`config.mk`:
```
export PLATFORM = sky130hd
export DESIGN_NAME = fp32_to_int32_seq
export DESIGN_NICKNAME = d
export VERILOG_FILES = /design/src/rtl/fp32_to_int32_seq.sv
export SDC_FILE = /design/constraint.sdc
export NUM_CORES = 1
export LEC_CHECK = 0
export ABC_AREA = 1
export ABC_CLOCK_PERIOD_IN_PS = 2630
export BUFFER_PORTS_ARGS = -buffer_cell sky130_fd_sc_hd__buf_2
export CAP_MARGIN = 0
export CORE_AREA = 2 2 104 106
export CTS_BUF_LIST = sky130_fd_sc_hd__clkbuf_4 sky130_fd_sc_hd__clkbuf_8 sky130_fd_sc_hd__clkbuf_16
export DETAILED_ROUTE_END_ITERATION = 8
export DIE_AREA = 0 0 106 108
export PLACE_DENSITY = 0.78
export SLEW_MARGIN = 15
export SYNTH_ARGS = -nofsm -noshare
export SYNTH_HDL_FRONTEND = slang
export SYNTH_SLANG_ARGS = --single-unit
```
`constraint.sdc`:
```
create_clock -name CLK -period 2.63 [get_ports CLK]
set_input_delay 0.526 -clock CLK [delete_from_list [all_inputs] [get_ports CLK]]
set_output_delay 0.526 -clock CLK [all_outputs]
set_load 0.01 [all_outputs]
```
`src/rtl/fp32_to_int32_seq.sv`:
```
// Iterative IEEE-754 binary32 to int32 converter that shifts the mantissa one bit per clock.
// Optional macro FLOAT2INT_ROUND_NEAREST_EN selects round-to-nearest-even; default truncates toward zero.
module fp32_to_int32_seq (
    input  logic        CLK,
    input  logic        RST,
    input  logic        IN_VALID,
    output logic        IN_READY,
    input  logic [31:0] IN_DATA,
    output logic        OUT_VALID,
    input  logic        OUT_READY,
    output logic [31:0] OUT_DATA,
    output logic [2:0]  OUT_FLAGS
);
    typedef enum logic [2:0] {IDLE, DECODE, SHIFT, ROUND, DONE} state_t;

    state_t      state_q;
    logic [31:0] operand_q;
    logic [31:0] mag_q;
    logic        guard_q;
    logic        sticky_q;
    logic        shiftLeft_q;
    logic [4:0]  count_q;
    logic        outValid_q;
    logic [31:0] outData_q;
    logic [2:0]  outFlags_q;

    logic        sign;
    logic [7:0]  expField;
    logic [22:0] frac;
    logic        fracNonZero;
    logic        isNan;
    logic        isHuge;
    logic        isMinInt;
    logic        isTiny;
    logic [4:0]  expUnbiased;
    logic        isRight;
    logic [4:0]  shiftCount_d;
    logic        roundUp;
    logic [31:0] roundedMag_d;
    logic [31:0] result_d;
    logic [2:0]  flags_d;

    assign sign        = operand_q[31];
    assign expField    = operand_q[30:23];
    assign frac        = operand_q[22:0];
    assign fracNonZero = |frac;
    assign isNan       = (expField == 8'hFF) && fracNonZero;
    assign isHuge      = (expField >= 8'd158);
    assign isMinInt    = (operand_q == 32'hCF00_0000);
    assign isTiny      = (expField < 8'd127);

    // Only exponents 0..30 reach the shifter, so the low five bits of exp-127 are enough.
    assign expUnbiased  = expField[4:0] - 5'd31;
    assign isRight      = (expUnbiased < 5'd23);
    assign shiftCount_d = isRight ? (5'd23 - expUnbiased) : (expUnbiased - 5'd23);

`ifdef FLOAT2INT_ROUND_NEAREST_EN
    assign roundUp = guard_q & (sticky_q | mag_q[0]);
`else
    assign roundUp = 1'b0;
`endif

    assign roundedMag_d = mag_q + {31'd0, roundUp};

    always_comb begin
        result_d = sign ? (32'd0 - roundedMag_d) : roundedMag_d;
        flags_d  = {2'b00, guard_q | sticky_q};
        if (isNan) begin
            result_d = 32'h8000_0000;
            flags_d  = 3'b100;
        end else if (isHuge) begin
            result_d = sign ? 32'h8000_0000 : 32'h7FFF_FFFF;
            flags_d  = isMinInt ? 3'b000 : 3'b010;
        end
    end

    // Magnitudes below one are folded into guard/sticky so ROUND treats them like any other operand.
    always_ff @(posedge CLK) begin
        if (RST) begin
            state_q     <= IDLE;
            operand_q   <= 32'd0;
            mag_q       <= 32'd0;
            guard_q     <= 1'b0;
            sticky_q    <= 1'b0;
            shiftLeft_q <= 1'b0;
            count_q     <= 5'd0;
            outValid_q  <= 1'b0;
            outData_q   <= 32'd0;
            outFlags_q  <= 3'b000;
        end else begin
            case (state_q)
                IDLE: begin
                    if (IN_VALID) begin
                        operand_q <= IN_DATA;
                        state_q   <= DECODE;
                    end
                end
                DECODE: begin
                    mag_q       <= 32'd0;
                    guard_q     <= 1'b0;
                    sticky_q    <= 1'b0;
                    shiftLeft_q <= 1'b0;
                    count_q     <= 5'd0;
                    state_q     <= ROUND;
                    if (!isNan && !isHuge) begin
                        if (isTiny) begin
                            guard_q  <= (expField == 8'd126);
                            sticky_q <= (expField == 8'd126) ? fracNonZero : ((expField != 8'd0) || fracNonZero);
                        end else begin
                            mag_q       <= {8'd0, 1'b1, frac};
                            shiftLeft_q <= !isRight;
                            count_q     <= shiftCount_d;
                            if (shiftCount_d != 5'd0) begin
                                state_q <= SHIFT;
                            end
                        end
                    end
                end
                SHIFT: begin
                    if (shiftLeft_q) begin
                        mag_q <= mag_q << 1;
                    end else begin
                        mag_q    <= mag_q >> 1;
                        guard_q  <= mag_q[0];
                        sticky_q <= sticky_q | guard_q;
                    end
                    count_q <= count_q - 5'd1;
                    if (count_q == 5'd1) begin
                        state_q <= ROUND;
                    end
                end
                ROUND: begin
                    outData_q  <= result_d;
                    outFlags_q <= flags_d;
                    outValid_q <= 1'b1;
                    state_q    <= DONE;
                end
                DONE: begin
                    if (OUT_READY) begin
                        outValid_q <= 1'b0;
                        outFlags_q <= 3'b000;
                        state_q    <= IDLE;
                    end
                end
                default: state_q <= IDLE;
            endcase
        end
    end

    assign IN_READY  = (state_q == IDLE) && !RST;
    assign OUT_VALID = outValid_q;
    assign OUT_DATA  = outData_q;
    assign OUT_FLAGS = outFlags_q;
endmodule
```
== Word-level counts from Yosys, hierarchy flattened ==
Cells that the tools add are included.
Widths: inputs -> output; s select.

* Bitwise gates (word level): 1
* Reduce and logical (&&, ||, !) cells: 18
* Multiplexer cells: 36
* Add/subtract/negate cells: 5
* $lt $le $gt $ge: 3
* Eq/ne operators: 12

{| class="wikitable"
|+ Operators by type and width
! cell !! number
|-
| $mux 32 || 5
|-
| $pmux 32 s2 || 1
|-
| $mux 24 || 2
|-
| $eq 32x32->1 const B || 1
|-
| $sub 1x32->32 const A || 1
|-
| $reduce_or 23->1 || 1
|-
| $mux 5 || 3
|-
| $pmux 3 s5 || 1
|-
| $mux 1 || 13
|-
| $mux 3 || 4
|-
| $pmux 5 s2 || 1
|-
| $sub 5x5->5 const B || 2
|-
| $eq 8x7->1 const B || 1
|-
| $eq 8x8->1 const B || 1
|-
| $ge 8x8->1 const B || 1
|-
| $lt 8x7->1 const B || 1
|-
| $ne 2x2->1 const B || 4
|-
| $reduce_bool 8->1 || 1
|-
| $eq 3x2->1 const B || 2
|-
| $pmux 1 s2 || 3
|-
| $pmux 3 s2 || 1
|-
| $reduce_and 2->1 || 3
|-
| $eq 5x1->1 const B || 1
|-
| $lt 5x5->1 const B || 1
|-
| 13 further kinds || 20
|}

* Register bits after elaboration: 111
* Input port bits: 36

== Logic depth before layout (Yosys ltp) ==
Gate-level depths: netlist of run 1.

* Depth in word-level cells: 8
* Mapped depth: 17
* Mapped depth without buffers: 17

== Least setup slack after synthesis of run 1 ==
No wires, ideal clock.

* Path type: register -> register
* Start point: register operand_q[23]
* End point: register state_q[0]
* Required time: 2.565 ns
* Buffers on the path: 0
* Setup slack: 0.714 ns
* Stages on the path, launching flop included: 16
* Setup time: 0.065 ns
* Arrival time: 1.851 ns
* Cell sequence: dfxtp_1 ha_1 nand3_1 nand2_1 nand2_1 ha_1 nand3_1 nand2_1 or2_1 nand2_1 nand2_1 nand2_1 nand2_1 nand2_1 nand2_1 nor2_1

* Word-level cells in the longest chain between the ends: 8

{| class="wikitable"
|+ RTL lines
! element !! line !! text
|-
| start, declared || 17 || <nowiki>logic [31:0] operand_q;</nowiki>
|-
| start signal, assigned || 81 || <nowiki>operand_q <= 32'd0;</nowiki>
|-
| start signal, assigned || 94 || <nowiki>operand_q <= IN_DATA;</nowiki>
|-
| $sub 5x5->5 || 53 || <nowiki>assign expUnbiased = expField[4:0] - 5'd31;</nowiki>
|-
| $sub 5x5->5 or $lt 5x5->1 (tied branches) || 55, 54 ||
|-
| $mux 5 || 55 || <nowiki>assign shiftCount_d = isRight ? (5'd23 - expUnbiased) : (expUnbiased - 5'd23);</nowiki>
|-
| $reduce_bool 5->1 || 113 || <nowiki>if (shiftCount_d != 5'd0) begin</nowiki>
|-
| $mux 1 || 113 ||
|-
| $mux 1 || 106 || <nowiki>if (isTiny) begin</nowiki>
|-
| $mux 1 (*) || 105 || <nowiki>if (!isNan && !isHuge) begin</nowiki>
|-
| $pmux 3 s5 (*) || 91 || <nowiki>case (state_q)</nowiki>
|-
| end signal, assigned || 95 || <nowiki>state_q <= DECODE;</nowiki>
|-
| end signal, assigned || 104 || <nowiki>state_q <= ROUND;</nowiki>
|-
| end signal, assigned || 114 || <nowiki>state_q <= SHIFT;</nowiki>
|-
| end, declared || 16 || <nowiki>state_t state_q;</nowiki>
|}

Every way passes the cells marked *; elsewhere a longest branch is shown, timed or not.
A chain may end at the register's enable or synchronous reset.

== Final worst setup path of run 1 ==
* Start point: register operand_q[23]
* End point: register outData_q[2] (netlist: OUT_DATA[2])

* Word-level cells in the longest chain between the ends: 3

{| class="wikitable"
|+ RTL lines
! element !! line !! text
|-
| $ge 8x8->1 or $eq 8x8->1 (tied branches) || 48, 47 ||
|-
| $mux 32 or $logic_and 1x1->1 (tied branches) || 71, 47 ||
|-
| $mux 32 (*) || 68 || <nowiki>if (isNan) begin</nowiki>
|-
| end signal, assigned || 133 || <nowiki>outData_q <= result_d;</nowiki>
|-
| end, declared || 24 || <nowiki>logic [31:0] outData_q;</nowiki>
|}

Marks and branches as above.

==> metrics.txt, run 1 <==
status=complete, no violations; core area=10200 sq um; CTS tree=done; Core Rows=37; clk slew on worst S/H paths=approximately 110 ps; Synth Warn #=0; initial antenna violation count=0; synthesized flop and latch total=about 110; die area=11400 sq um; most common cell after layout, fill and taps aside=nand2_1; Setup Buffers After CTS=0; Highest Clock Rate=between 0.4 and 0.5 GHz; power consumption=4.31 mW; Critical Path End=OUT_DATA[2]; Crit Path Category=flip-flop to flip-flop; Adder-Cell Fraction of Synth Area=1.92%; layout cell share with drive strength beyond 1=between 10% and 20%; DRT iter0 DRCs=459; TritonCTS Sinks=~110; Tot GR Track Use=25.7%; cell count after synthesis=roughly 890; Unique masters post-synth=37; fin crit period=between 2000 and 2500 ps; Simple-Gate Fraction of Synth Area=about a third; skew final=roughly 9.3 ps; final core occ=a little over three fifths; # DRC=0; Layout area overhead=10.7%; number of diodes=0; clock buffer count from CTS=9; Max-Slew Margin vs Limit=around 45%; RSZ-0062 raised after global routing=false; Post-DP HPWL=a little under 10000 microns; path depth of the worst reg2reg path=7; Critical Path Sink Type=flip-flop; first-pass GRT wire length=about 24000 microns; Synth Area in Compound Gates=between 10% and 20%; Die Height=between 100 and 150 microns; 1st-pass router iterations=7; Chip Width=106 microns; CP Launch Type=flip-flop; largest family of logic cells by synthesized area=simple AND/OR/NAND/NOR gates; Pwr Density=between 600 and 700 nW/um^2; WL per Instance=between 10 and 15 microns; Routed WL=roughly 14000 microns; pre-CTS setup slack=around 72 ps; DR vias/cell=~5.4; Max Cap Violations=0; period utilization=85.1%; Max Transition Viols Final=0; final net count=979; Hold Vio Cnt, Final=0; via count=5797; Worst R2R Start=operand_q[23]; worst vdd ir=351 uV; CP Launch Point=operand_q[23]; mux cell area share after synthesis=0%; total gr overflow=0; Longest Clk Path Bufs=2; via count of the first global-routing pass=roughly 5200; initial core utilization=57.2%; Worst EP required=2930 ps; port buffer count=about 70; R2R Path End=OUT_DATA[2]; Worst Hold Class=input port to flip-flop; H-tree depth=3; largest area contributor in the netlist=dfxtp_1; worst-skew pair later-pin latency=about 370 ps; Final ANT Viol Nets=0; cts repair resizes=0; clock tree root buffer cell=clkbuf_8; Worst-Margin Slew=about 830 ps; post-synthesis xor/xnor area fraction=less than 1%; Post-Syn Nets=approximately 930; setup TNS=0 ps; share of the synthesized area in the top cell type=between 30% and 40%; placed insts=1059; CTS Hold Bufs=0; commonest non-fill, non-tap cells in the layout=nand2_1 (286), dfxtp_1 (111), a21oi_1 (87); register area share after synthesis=between 30% and 40%; slack of the worst reg-to-reg path=approximately 400 ps; # IOs=73; pin count of the biggest net entering global routing=65; Worst EP arrival=~2500 ps; Synth Area per Inst=6.60 sq um; leakage=2.73 nW; Final GP Congestion=~0.91; main area contributors after synthesis=dfxtp_1 (38%), nand2_1 (18%), a21oi_1 (7.4%), nand3_1 (5.3%), o21ai_0 (5.1%); Setup Viol. Count Final=0; Synth Cell Area=approximately 5900 sq um; post-layout instance count excluding filler cells=about 1100; setup ws final=just under 400 ps; crit path max fanout=32
-- per-layer routing --
metal / up-vias / part of all wire (%) / global-route usage (%)
li1: 3023 / - / -
met1: 2593 / 49 / 36.5
met2: 171 / 45 / 41.6
met3: 10 / 5.3 / 4.40
met4: 0 / 0.69 / 5.08
met5: - / 0 / 0
-- kinds of logic (layout without fill, tap and decap cells) --
logic type                 Yosys count  in the layout
AOI/OAI and AO/OA                  191            191
xor gates and xnor gates             2              2
adders and majority gates            9              9
buffers and inverters              129            181
DFF                                111            111
and+or+nand+nor                    445            445
-- critical path: stages, from the launching register on --
cell and delay [ps]:
dfxtp_1 450, inv_1 140, ha_1 280, o21ai_2 170
o21ai_4 150, o22ai_4 670, nand2_1 120, a21oi_1 160
-- how the worst min path moves through the flow --
stage,from,to,cells after the start
after floorplan,operand_q[21],mag_q[21],2
after global placement,OUT_VALID,OUT_VALID,2
after detailed placement,OUT_DATA[1],OUT_DATA[1],2
after CTS,IN_DATA[6],operand_q[6],3
after global routing,IN_DATA[12],operand_q[12],3
final,IN_DATA[7],operand_q[7],3
-- cells in the mapped netlist --
cell	count
a21oi_1	87
a31oi_1	16
a41oi_1	20
buf_1	1
buf_2	10
buf_4	4
clkbuf_1	30
dfxtp_1	111
ha_1	9
inv_1	78
inv_2	5
inv_4	1
nand2_1	286
nand2_2	3
nand3_1	62
nand3_2	3
nand3b_1	4
nand4_1	14
nor2_1	46
nor2_2	3
nor2_4	2
nor3_1	9
nor3_2	1
nor3_4	1
nor3b_1	2
nor4_1	2
o21a_1	1
o21ai_0	60
o21ai_1	2
o21ai_2	1
o21ai_4	1
o22ai_1	2
o22ai_2	1
or2_0	1
or2_1	1
or2_2	5
xor2_1	2
-- through the flow --
| stage | hold slack, ps | area [sq um] |
|---|---|---|
| 6_report | 423 | 6480 |
| 5_1_grt | 417 | 6480 |
| 4_1_cts | 406 | 6470 |
| 3_5_place_dp | 455 | 6260 |
| 3_3_place_gp | 451 | 6260 |
| 2_1_floorplan | 439 | 5850 |
-- state kept, by name, summed over array words and instances (netlist names) --
signal and flops:
OUT_DATA 32, mag_q 32, operand_q 32, count_q 5, OUT_FLAGS 3, state_q 3, OUT_VALID 1, guard_q 1
shiftLeft_q 1, sticky_q 1
-- power breakdown --
part / leakage (nW) / switching [mW] / total [mW] / internal, mW
sequential: 0.903 / 0.138 / 1.98 / 1.85
clock: 0.110 / 0.612 / 1.09 / 0.483
combinational: 1.71 / 0.833 / 1.23 / 0.394
total: 2.73 / 1.58 / 4.31 / 2.72
-- area by class of cell --
type                            count  area (sq um)
Inverter                           84           318
Clock inverter                      6          72.6
Timing Repair Buffer               81           428
Clock buffer                       10           138
Sequential cell                   111          2220
Fill cell                        1017          3750
Multi-Input combinational cell    647          3130
Tap cell                          136           170
Note: power is estimated with default switching activity, not from simulation.
==> run 2: changes to the inputs <==
ABC_AREA = 0   (was 1)
CORE_AREA = 2 2 103 105   (was 2 2 104 106)
DIE_AREA = 0 0 105 107   (was 0 0 106 108)
PLACE_DENSITY = 0.79   (was 0.78)
==> metrics.txt, run 2 <==
clock tree root buffer cell=clkbuf_8; # DRC=0 (unchanged); synthesized flop and latch total=111 (unchanged); Layout area overhead=11.9%; period utilization=89.1% (+4.0 points); R2R Path End=count_q[4]; Post-DP HPWL=10000 microns (+1.0%); 1st-pass router iterations=8 (+1); Synth Area per Inst=8.14 sq um (+23%); skew final=12.5 ps (+3.21 ps); crit path max fanout=8 (-75%); # IOs=73 (unchanged); pre-CTS setup slack=256 ps (+184 ps); register area share after synthesis=38.4% (+0.48 points); share of the synthesized area in the top cell type=38.4% (+0.48 points); Routed WL=14400 microns (+1.8%); Worst EP required=2900 ps (-30 ps); Critical Path End=count_q[4]; Post-synth EDFFs=0 (unchanged); leakage=2.52 nW (-7.6%); pin count of the biggest net entering global routing=94 (+45%); RSZ-0062 raised after global routing=false; status=complete, no violations; Worst R2R Start=operand_q[23]; CP Launch Type=flip-flop; Setup Buffers After CTS=0 (unchanged); main area contributors after synthesis=dfxtp_1 (38%), a21oi_1 (7.5%), nand2_1 (7.4%), mux2_2 (4.5%), nor2_1 (4.3%); fin crit period=2340 ps (+106 ps); most common cell after layout, fill and taps aside=nand2_1; first-pass GRT wire length=23600 microns (-2.9%); final net count=796 (-19%); core area=10100 sq um (-1.4%); Pwr Density=580 nW/um^2 (-13%); Max Transition Viols Final=0 (unchanged); commonest non-fill, non-tap cells in the layout=nand2_1 (114), dfxtp_1 (110), a21oi_1 (87); clock buffer count from CTS=9 (unchanged); H-tree depth=3 (unchanged); total gr overflow=0 (unchanged); Core Rows=37 (unchanged); Layout Cell Area excl Fill=6470 sq um (-0.15%); setup ws final=286 ps (-106 ps); DP Area=6280 sq um (+0.40%); Post-Syn Nets=755 (-19%); Worst Hold Class=input port to flip-flop; CTS Hold Bufs=0 (unchanged); Worst-Margin Slew=671 ps (-158 ps); WL per Instance=16.2 microns (+23%); worst vdd ir=374 uV (+6.5%); clk slew on worst S/H paths=110 ps (about the same); Highest Clock Rate=0.427 GHz (-4.5%); worst-skew pair later-pin latency=380 ps (about the same); Final ANT Viol Nets=0 (unchanged); Max Cap Violations=0 (unchanged); setup TNS=0 ps (unchanged); most common cell in the netlist=nand2_1; Final GP Congestion=0.859 (-5.7%); Setup Viol. Count Final=0 (unchanged); initial antenna violation count=0 (unchanged); Async S/R FF share, synth=0% (unchanged); Critical Path Sink Type=flip-flop; Worst EP arrival=2620 ps (+80 ps); layout cell share with drive strength beyond 1=18.7% (+5.4 points); ys flop type=dfxtp_1; Hold WS=371 ps (-52.4 ps); DRT iter0 DRCs=566 (+23%); CTS tree=done; Unique masters post-synth=56 (+51%); number of diodes=0 (unchanged); Tot GR Track Use=25.6% (-0.16 points); Max-Slew Margin vs Limit=55.2% (+11 points); port buffer count=72 (unchanged); Chip Width=105 microns (-0.94%); path depth of the worst reg2reg path=9 (+2); Die Height=107 microns (-0.93%); CP Launch Point=operand_q[23]; Synth Cell Area=5780 sq um (-1.2%); Crit Path Category=flip-flop to flip-flop; via count of the first global-routing pass=4871 (-6.4%); Synth Warn #=0 (unchanged); initial core utilization=57.3% (+0.068 points); TritonCTS Sinks=111 (unchanged); final core occ=64.1% (+0.77 points); Longest Clk Path Bufs=2 (unchanged); slack of the worst reg-to-reg path=290 ps (-110 ps); Hold Vio Cnt, Final=0 (unchanged); via count=5453 (-5.9%); largest area contributor in the netlist=dfxtp_1; die area=11200 sq um (-1.9%); most frequent cells after synthesis=nand2_1 (114), dfxtp_1 (111), a21oi_1 (87), nor2_1 (66), clkbuf_1 (52); cell count after synthesis=710 (-20%); DR vias/cell=6.12 (+13%)
run 2: changes by cell type after synthesis, moves of 23 or more:
cell	delta
xor2_1	+24
o21ai_0	-44
mux2_2	+23
nand2_1	-172
inv_1	-65
a221oi_1	+28
nand3_1	-53
run 2: metrics by stage:
stage | total power, mW | cells
floorplan | 2.53 | 710
global placement | 2.78 | 876
detailed placement | 2.80 | 876
CTS | 3.75 | 891
global route | 3.94 | 891
finish | 3.75 | 891
run 2: cells by family (layout without fill, tap and decap cells):
| group | count (synthesis) | count (layout) | share of synthesized area (%) |
|---|---|---|---|
| muxes | 31 | 31 | 5.87 |
| buffers and inverters | 73 | 118 | 4.87 |
| and+or+nand+nor | 247 | 247 | 19.7 |
| xor gates and xnor gates | 34 | 34 | 5.15 |
| DFF | 111 | 111 | 38.4 |
| AOI/OAI and AO/OA | 205 | 205 | 24.1 |
| adders and majority gates | 9 | 9 | 1.95 |
run 2: worst min-delay path by stage:
| stage | startpoint | endpoint | depth (start not counted) |
|---|---|---|---|
| final | IN_DATA[16] | operand_q[16] | 3 |
| after global routing | IN_DATA[27] | operand_q[27] | 3 |
| after CTS | IN_DATA[16] | operand_q[16] | 3 |
| after detailed placement | OUT_FLAGS[1] | OUT_FLAGS[1] | 2 |
| after global placement | OUT_DATA[5] | OUT_DATA[5] | 2 |
| after floorplan | operand_q[19] | operand_q[19] | 2 |
run 2: metal layers:
metal / track usage, % / share of wire, %
met2: 41.6 / 47
met4: 9.05 / 1.5
met3: 2.92 / 5.8
met1: 35.2 / 46
met5: 0 / 0
run 2: area by class of cell:
class / count / area [sq um]
Clock buffer: 10 / 131
Inverter: 13 / 48.8
Sequential cell: 111 / 2220
Multi-Input combinational cell: 526 / 3310
Tap cell: 136 / 170
Fill cell: 918 / 3630
Clock inverter: 5 / 42.5
Timing Repair Buffer: 90 / 536
run 2: worst max-delay path, cell delays in order, from the launching register on:
cell	delay, ps
dfxtp_1	490
ha_1	290
nand3_1	140
xnor2_2	190
ha_1	210
and3b_1	200
a21oi_1	270
nor4_1	80
a221oi_1	310
a211oi_1	70
run 2: report_power, final:
part	internal, mW	switching (mW)
registers	1.78	0.129
logic	0.308	0.566
clock network	0.363	0.605
run 2: repair_timing:
action / CTS / global route
gates resized for setup: 0 / 1
hold endpoints to repair: 0 / 0
endpoints found under the setup margin: 0 / 1
